===== src/rtl/power_domain_sequencer_pkg.sv =====
// Shared types and constants for the three-domain power sequencer.
// Bit/instance index 0 = ALU, 1 = MEM, 2 = IO throughout.
package pg_seq_pkg;

  localparam int NUM_PD = 3;
  localparam int PD_ALU = 0;
  localparam int PD_MEM = 1;
  localparam int PD_IO  = 2;

  typedef enum logic [2:0] {
    ON      = 3'd0,
    SAVE    = 3'd1,
    ISOLATE = 3'd2,
    OFF     = 3'd3,
    PWR_UP  = 3'd4,
    RESTORE = 3'd5,
    RELEASE = 3'd6
  } pd_state_t;

  function automatic int pd_max(input int a, input int b);
    return (a > b) ? a : b;
  endfunction

endpackage


===== src/rtl/pd_seq_channel.sv =====
// One power domain: Moore FSM plus a shared down-counter for the isolation
// hold and the power-switch ramp. Power-up waits for an external grant.
module pd_seq_channel
  import pg_seq_pkg::*;
#(
  parameter int ISO_DELAY    = 2,
  parameter int SWITCH_DELAY = 4
) (
  input  logic clk,
  input  logic reset,
  input  logic gate_req,
  input  logic wake_req,
  input  logic pu_grant,
  output logic pu_req,
  output logic in_pwr_up,
  output logic ret_save,
  output logic ret_restore,
  output logic iso_en,
  output logic pwr_sw_en,
  output logic domain_ready,
  output logic wake_ack,
  output logic busy
);

  localparam int CNT_W = $clog2(pd_max(ISO_DELAY, SWITCH_DELAY)) + 1;

  pd_state_t        r_state;
  pd_state_t        w_stateNext;
  logic [CNT_W-1:0] r_cnt;
  logic [CNT_W-1:0] w_cntNext;
  logic             r_wakeAck;
  logic             w_cntDone;

  assign w_cntDone = (r_cnt == CNT_W'(1));

  always_ff @(posedge clk or posedge reset) begin
    if (reset) begin
      r_state   <= ON;
      r_cnt     <= '0;
      r_wakeAck <= 1'b0;
    end else begin
      r_state   <= w_stateNext;
      r_cnt     <= w_cntNext;
      r_wakeAck <= (r_state == RELEASE);
    end
  end

  // Wake has priority everywhere power is still on; a started power-up
  // always runs to completion regardless of gate_req.
  always_comb begin
    w_stateNext = r_state;
    w_cntNext   = r_cnt;
    case (r_state)
      ON: begin
        if (gate_req && !wake_req) w_stateNext = SAVE;
      end
      SAVE: begin
        if (wake_req) begin
          w_stateNext = RELEASE;
        end else begin
          w_stateNext = ISOLATE;
          w_cntNext   = CNT_W'(ISO_DELAY);
        end
      end
      ISOLATE: begin
        if (wake_req) begin
          w_stateNext = RELEASE;
          w_cntNext   = '0;
        end else if (w_cntDone) begin
          w_stateNext = OFF;
          w_cntNext   = '0;
        end else if (r_cnt > CNT_W'(1)) begin
          w_cntNext = r_cnt - CNT_W'(1);
        end
      end
      OFF: begin
        if (pu_grant) begin
          w_stateNext = PWR_UP;
          w_cntNext   = CNT_W'(SWITCH_DELAY);
        end
      end
      PWR_UP: begin
        if (w_cntDone) begin
          w_stateNext = RESTORE;
          w_cntNext   = '0;
        end else if (r_cnt > CNT_W'(1)) begin
          w_cntNext = r_cnt - CNT_W'(1);
        end
      end
      RESTORE: w_stateNext = RELEASE;
      RELEASE: w_stateNext = ON;
      default: begin
        w_stateNext = ON;
        w_cntNext   = '0;
      end
    endcase
  end

  assign pu_req       = (r_state == OFF) && (wake_req || !gate_req);
  assign in_pwr_up    = (r_state == PWR_UP);
  assign ret_save     = (r_state == SAVE);
  assign ret_restore  = (r_state == RESTORE);
  assign iso_en       = (r_state inside {ISOLATE, OFF, PWR_UP, RESTORE, RELEASE});
  assign pwr_sw_en    = (r_state != OFF);
  assign domain_ready = (r_state == ON);
  assign wake_ack     = r_wakeAck;
  assign busy         = (r_state != ON) && (r_state != OFF);

endmodule


===== src/rtl/power_domain_sequencer.sv =====
// Top level: three domain channels sharing one inrush limiter that lets
// only one power switch ramp at a time, fixed priority ALU > MEM > IO.
module power_domain_sequencer
  import pg_seq_pkg::*;
#(
  parameter int ISO_DELAY    = 2,
  parameter int SWITCH_DELAY = 4
) (
  input  logic              clk,
  input  logic              reset,
  input  logic [NUM_PD-1:0] gate_req,
  input  logic [NUM_PD-1:0] wake_req,
  output logic [NUM_PD-1:0] ret_save,
  output logic [NUM_PD-1:0] ret_restore,
  output logic [NUM_PD-1:0] iso_en,
  output logic [NUM_PD-1:0] pwr_sw_en,
  output logic [NUM_PD-1:0] domain_ready,
  output logic [NUM_PD-1:0] wake_ack,
  output logic              busy
);

  logic [NUM_PD-1:0] w_puReq;
  logic [NUM_PD-1:0] w_puGrant;
  logic [NUM_PD-1:0] w_inPwrUp;
  logic [NUM_PD-1:0] w_busy;

  // No new grant while any switch is still ramping.
  always_comb begin
    w_puGrant = '0;
    if (!(|w_inPwrUp)) begin
      if (w_puReq[PD_ALU])      w_puGrant[PD_ALU] = 1'b1;
      else if (w_puReq[PD_MEM]) w_puGrant[PD_MEM] = 1'b1;
      else if (w_puReq[PD_IO])  w_puGrant[PD_IO]  = 1'b1;
    end
  end

  assign busy = |w_busy;

  for (genvar g = 0; g < NUM_PD; g++) begin : g_pd
    pd_seq_channel #(
      .ISO_DELAY   (ISO_DELAY),
      .SWITCH_DELAY(SWITCH_DELAY)
    ) u_ch (
      .clk         (clk),
      .reset       (reset),
      .gate_req    (gate_req[g]),
      .wake_req    (wake_req[g]),
      .pu_grant    (w_puGrant[g]),
      .pu_req      (w_puReq[g]),
      .in_pwr_up   (w_inPwrUp[g]),
      .ret_save    (ret_save[g]),
      .ret_restore (ret_restore[g]),
      .iso_en      (iso_en[g]),
      .pwr_sw_en   (pwr_sw_en[g]),
      .domain_ready(domain_ready[g]),
      .wake_ack    (wake_ack[g]),
      .busy        (w_busy[g])
    );
  end

endmodule


===== config.mk =====
export PLATFORM = sky130hd
export DESIGN_NAME = power_domain_sequencer
export DESIGN_NICKNAME = d
export VERILOG_FILES = /design/src/rtl/power_domain_sequencer_pkg.sv /design/src/rtl/pd_seq_channel.sv /design/src/rtl/power_domain_sequencer.sv
export SDC_FILE = /design/constraint.sdc
export NUM_CORES = 1
export LEC_CHECK = 0
export ABC_AREA = 1
export BUFFER_PORTS_ARGS = -buffer_cell sky130_fd_sc_hd__buf_4
export CAP_MARGIN = 20
export CORE_MARGIN = 2
export CORE_UTILIZATION = 25
export DETAILED_ROUTE_END_ITERATION = 8
export GPL_ROUTABILITY_DRIVEN = 0
export GPL_TIMING_DRIVEN = 0
export PLACE_DENSITY = 0.45
export SLEW_MARGIN = 30
export SYNTH_ARGS = -nofsm -noshare
export SYNTH_HDL_FRONTEND = slang
export SYNTH_SLANG_ARGS = --single-unit

===== constraint.sdc =====
create_clock -name clk -period 1.7 [get_ports clk]
set_input_delay 0.085 -clock clk [delete_from_list [all_inputs] [get_ports clk]]
set_output_delay 0.085 -clock clk [all_outputs]
set_load 0.02 [all_outputs]

==> flow_summary.yaml, run 1 <==
outcome:
  status: "completed"
floorplanning:
  dieArea_um2: 7650
  start_util_pct: 25.8
  die_y_um: 87.5
  coreArea_um2: 6760
  io-pin-count: 27
  die_w_um: 87.5
  rows: 30
synthesis:
  synthXorXnorAreaFrac_pct: 1.51
  synth_area_per_cell_um2: 6.75
  synth-async-reset-ratio_pct: 100
  synth_top_family_by_area: "simple AND/OR/NAND/NOR gates"
  synthMuxAreaShare_pct: 0
  ys_top_cells_by_area: "dfrtp_1, nand2_1, inv_1"
  synthAdderAreaFrac_pct: 4.31
  synth_top_cell_area_share_pct: 30.2
  synth_top_area_cell: "dfrtp_1"
  synth_compound_area_share_pct: 6.82
  yosysWarnings: 0
  syn_inst: 258
  synth-seq-area-share_pct: 30.2
  yosys.area_share.simple_pct: 38.3
  synth-seq-cells: 21
  synth-main-ff-cell: "dfrtp_1"
  syn_nets: 272
  synthesis.area_um2: 1740
  yosysMostFrequentCell: "nand2_1"
  synthTopCellsByCount: "nand2_1, inv_1, nand3_1, nor2_1, dfrtp_1"
  synth_edf_count: 0
  yosysUniqueCellTypes: 27
worst_hold_path:
  hold_depth: 4
  hold_path_startpoint: "wake_req[2]"
  hold_path_class: "in -> reg"
  worst_hold_path.endpoint: "g_pd[2].u_ch.r_state[1]"
global_route:
  grt_max_degree: 22
  grt_pass1_vias: 1570
  track_usage_pct: 11.0
  grt_first_pass_wirelength_mm: 6.80
  antenna_found_initial: 0
  grt_overflow: 0
clocking:
  cts_tree: "done"
  cts.reportedPaths.clkPinSlew_ns: 0.08
  clock_latency_ns: 0.26
  cts_sinks: 21
  htreeDepth: 1
  clockBufferDepth: 2
  cts_setup_buffers: 0
  clock-root-buffer: "clkbuf_8"
  numCtsBuffers: 3
power:
  peakVddDrop_mv: 0.741
  intPower_mw: 1.97
  p_switching_mw: 1.96
  seqPwrFrac_pct: 22.0
  p_clk_share_pct: 8.5
  p_comb_share_pct: 69.4
  total_leakage_power_nw: 1.22
  switching_share_pct: 49.8
  power_density_nw_per_um2: 1860
critical_path:
  path_cells: "nor3_4 -> o221ai_1 -> buf_4"
  worst_ep_required_time_ns: 1.62
  worstSetupPathType: "reg -> out"
  critPathLaunchType: "register"
  arrival_ns: 1.53
  crit_slowest_cell: "dfrtp_1"
  crit_fanout: 8
  endpoint_kind: "output pin"
  r2r_start: "g_pd[0].u_ch.r_cnt[1]"
  ff2ff_setup_slack_ns: 0.23
  slowest_delay_ns: 0.50
  reg2regPathDepth: 8
  r2r-end: "g_pd[0].u_ch.r_state[0]"
placement:
  dp_cells: 364
  dpl_worst_slack_ns: 0.187
  io_buffer_count: 26
  place_hpwl_mm: 3.12
timing:
  rsz0062_at_grt: "no"
  setup_tns_ns: 0
  finalCritPeriodShare_pct: 94.8
  finalCriticalPeriod_ns: 1.61
  hold_viol: 0
  finClkSkew_ns: 0.00167
  fmax_mhz: 621
  finalMaxSlewViolations: 0
  fin_ws_ns: 0.0891
  setup_viol: 0
  slew_headroom_pct: 46.5
  worst_slew_pin_slew_ns: 0.798
routing:
  via_per_inst: 4.33
  via_count: 1598
  drc: 0
  route.detailed.wl_per_inst_um: 10.3
  drt_first_pass_iters: 4
  drtIter0Drc: 68
  antenna_left: 0
  totalWireLength_mm: 3.81
cells_and_area:
  synthToLayoutAreaGrowth_pct: 21.3
  fin_cells: 369
  drive_gt1_share_pct: 25.6
  nets: 304
  diodes: 0
flow_run:
  cap_violations: 0
-- per-stage QoR --
step,util [%],instance area (µm²),power [mW],hold slack (ns)
after floorplan,-,1740,2.90,0.0615
after global placement,30.1,2040,3.60,0.334
after detailed placement,30.1,2040,3.59,0.317
after CTS,31.0,2090,3.97,0.0281
after global routing,31.3,2110,4.38,0.219
final,31.3,2110,3.93,0.196
-- worst max-delay path by stage --
| stage | from | endpoint | depth (start not counted) |
|---|---|---|---|
| finish | g_pd[1].u_ch.r_state[0] | busy | 3 |
| detailed placement | g_pd[0].u_ch.r_state[2] | busy | 4 |
| floorplan | g_pd[0].u_ch.r_cnt[1] | g_pd[0].u_ch.r_state[0] | 8 |
| global route | g_pd[1].u_ch.r_state[0] | busy | 3 |
| global placement | g_pd[0].u_ch.r_state[2] | g_pd[0].u_ch.r_cnt[1] | 7 |
| CTS | g_pd[1].u_ch.r_state[0] | busy | 3 |
-- critical path: cells and delay by family (launching register included) --
family	cells	cell delay, ns
simple gates	1	0.36
compound gates	1	0.22
buf+inv	1	0.20
flops	1	0.50
-- sequential cells by signal (all words and copies together) (netlist names) --
signal and flops:
g_pd.u_ch.wake_ack 3, g_pd.u_ch.r_state 9, g_pd.u_ch.r_cnt 9
-- metal layers --
layer	up-vias	routed length, µm	track usage, %
met2	25	1740	18.9
met3	2	144	2.75
li1	855	-	-
met4	0	17	1.96
met5	-	0	0
met1	716	1910	14.0
-- power groups by stage --
stage	logic, mW	registers [mW]	clock network (mW)
2_1_floorplan	2.08	0.820	0
3_3_place_gp	2.74	0.858	0
6_report	2.73	0.866	0.336
3_5_place_dp	2.74	0.857	0
4_1_cts	2.76	0.856	0.352
5_1_grt	3.11	0.900	0.376
-- layout by cell type, fill, tap and decap left out, drive strengths merged --
| cell | n |
|---|---|
| nand4 | 7 |
| nor2 | 26 |
| nand3 | 26 |
| nor3 | 5 |
| dlygate4sd3 | 1 |
| buf | 47 |
| o21ai | 7 |
| o31ai | 2 |
| a21oi | 4 |
| inv | 45 |
| dfrtp | 21 |
| clkbuf | 3 |
| ha | 6 |
| xor2 | 3 |
| nand2 | 77 |
| o221ai | 3 |
| o211ai | 2 |
| nand3b | 2 |
| clkinv | 2 |
-- area by class of cell --
| cell class | instances | area (µm²) |
|---|---|---|
| well taps | 80 | 100 |
| inverters | 46 | 173 |
| clock buffers | 3 | 41.3 |
| plain buffers | 21 | 156 |
| fillers | 763 | 4640 |
| flip-flops and latches | 21 | 527 |
| repair buffers | 27 | 205 |
| clock inverters | 1 | 5.00 |
| multi-input cells | 170 | 906 |
-- cell families (layout without fill, tap and decap cells) --
kind of cell	Yosys count	in the layout
AO/OA/AOI/OAI	18	18
XOR/XNOR	3	3
adder cells (fa/ha/maj)	6	6
buffers and inverters	67	98
flip-flops	21	21
AND/OR/NAND/NOR	143	143
-- timing repair --
| action | in CTS | in global routing |
|---|---|---|
| resized for setup | 2 | 3 |
| pin swaps | 0 | 1 |
| setup endpoints to repair | 1 | 1 |
| hold buffers | 0 | 1 |
| endpoints found under the hold margin | 0 | 21 |
Power figures use the tool's default switching activity.
==> run 2: changes to the inputs <==
--- a/config.mk
+++ b/config.mk
@@ -8,7 +8,6 @@
 export ABC_AREA = 1
 export BUFFER_PORTS_ARGS = -buffer_cell sky130_fd_sc_hd__buf_4
 export CAP_MARGIN = 20
-export CORE_MARGIN = 2
 export CORE_UTILIZATION = 25
 export DETAILED_ROUTE_END_ITERATION = 8
 export GPL_ROUTABILITY_DRIVEN = 0
==> flow_summary.yaml, run 2 (synthesis results as in run 1) <==
critical_path:
  arrival_ns: 1.54
  worstSetupPathType: "reg -> out"
  worst_ep_required_time_ns: 1.62
  endpoint_kind: "output pin"
  crit_slowest_cell: "dfrtp_1"
  path_delay_family: "buffers and inverters"
  path_buf_inv: 2
  critPathLaunchType: "register"
  crit_fanout: 10
  slowest_delay_ns: 0.36
  path_cells: "buf_2 -> nor3_2 -> o221ai_1 -> buf_4"
timing:
  hold_viol: 21
  rsz0062_at_grt: "no"
  fmax_mhz: 616
  setup_viol: 0
  finalCriticalPeriod_ns: 1.62
  finClkSkew_ns: 0.00123
  holdWs_ns: -0.0152
  finalMaxSlewViolations: 0
  finalCritPeriodShare_pct: 95.4
  slew_headroom_pct: 44.5
  worst_slew_pin_slew_ns: 0.831
  setup_tns_ns: 0
routing:
  via_per_inst: 4.33
  route.detailed.wl_per_inst_um: 10.3
  drtIter0Drc: 90
  drt_first_pass_iters: 4
  drc: 0
  antenna_left: 0
  via_count: 1607
  totalWireLength_mm: 3.82
worst_hold_path:
  hold_path_class: "in -> async"
clocking:
  cts.reportedPaths.clkPinSlew_ns: 0.08
  cts_tree: "done"
  clock-root-buffer: "clkbuf_8"
  hold_buffers: 0
  cts_sinks: 21
  clockBufferDepth: 2
  numCtsBuffers: 3
  htreeDepth: 1
  clock_latency_ns: 0.26
cells_and_area:
  utilization_pct: 31.4
  fin_cells: 371
  layout_commonest_cell: "nand2_1"
  nets: 306
  layout_common_cells: "nand2_1, buf_4, inv_1, nand3_1, nor2_1"
  synthToLayoutAreaGrowth_pct: 21.9
  drive_gt1_share_pct: 26.1
  diodes: 0
power:
  peakVddDrop_mv: 0.567
  power_density_nw_per_um2: 1880
  total_leakage_power_nw: 1.23
global_route:
  grt_overflow: 0
  antenna_found_initial: 0
  grt_max_degree: 22
  grt_pass1_vias: 1610
  grt_first_pass_wirelength_mm: 6.88
  track_usage_pct: 11.5
floorplanning:
  io-pin-count: 27
  dieArea_um2: 7300
  die_y_um: 85.5
  die_w_um: 85.5
  start_util_pct: 25.8
  coreArea_um2: 6760
  rows: 30
outcome:
  status: "complete, but fails checks"
  violations: "hold timing"
flow_run:
  cap_violations: 0
placement:
  place_hpwl_mm: 3.00
  io_buffer_count: 26
  dp_cells: 364
## run 2: cell types whose count changed in the layout (fill, tap and decap cells not counted), sizes merged
| cell | previous run | this run |
|---|---|---|
| buf | 47 | 50 |
| clkinv | 2 | 1 |
| dlygate4sd3 | 1 | 0 |
| inv | 45 | 46 |
## run 2: worst paths after layout
check	from	end	slack (ns)	cells past startpoint
worst max register to register	g_pd[1].u_ch.r_state[0]	g_pd[1].u_ch.r_cnt[2]	0.23	7
max in group asynchronous	reset	g_pd[1].u_ch.r_state[1]	1.15	2
worst max-delay path	g_pd[0].u_ch.r_state[2]	busy	0.08	4
worst min register to register	g_pd[1].u_ch.r_cnt[1]	g_pd[1].u_ch.r_cnt[1]	0.49	2
worst min-delay path	reset	g_pd[2].u_ch.wake_ack	-0.02	2
min in group clk	wake_req[2]	g_pd[2].u_ch.r_state[1]	0.19	4
## run 2: area by class of cell
cell class                      count  area [µm²]
Inverter                           46         173
Sequential cell                    21         527
Multi-Input combinational cell    170         903
Fill cell                         757        4630
Clock buffer                        3        41.3
Clock inverter                      1        5.00
Timing Repair Buffer               29         218
Buffer                             21         156
Tap cell                           80         100
## run 2: power breakdown
part	leakage (nW)	total [mW]	switching [mW]	internal, mW
Sequential	0.273	0.867	0.183	0.684
Clock	0.0255	0.337	0.174	0.164
Combinational	0.934	2.79	1.62	1.17
## run 2: timing repair
action	in CTS	in global routing
resized for setup	2	2
pin swaps	0	1
endpoints found under the hold margin	0	0
buffers inserted	0	3
endpoints found under the setup margin	1	1
## run 2: per-layer routing
| metal | vias to the layer above | global-route usage, % | wire, µm |
|---|---|---|---|
| met5 | - | 0 | 0 |
| met4 | 0 | 2.58 | 39 |
| met3 | 4 | 2.82 | 160 |
| met2 | 37 | 19.3 | 1710 |
| met1 | 708 | 15.0 | 1910 |
| li1 | 858 | - | - |
## run 2: worst reg2reg max path: cells and delay by family, from the launching register on
kind             cells  cell delay (ns)
flip-flops           1             0.55
AND/OR/NAND/NOR      6             0.54
AO/OA/AOI/OAI        1             0.28
## run 2: through the flow
| step | total power [mW] | instance area, µm² | setup WS [ns] |
|---|---|---|---|
| after floorplan | 2.90 | 1740 | 0.440 |
| after global placement | 3.60 | 2040 | 0.151 |
| after detailed placement | 3.58 | 2040 | 0.191 |
| after CTS | 3.96 | 2090 | 0.0356 |
| after global routing | 4.44 | 2120 | 0.0186 |
| final | 4.00 | 2120 | 0.0779 |
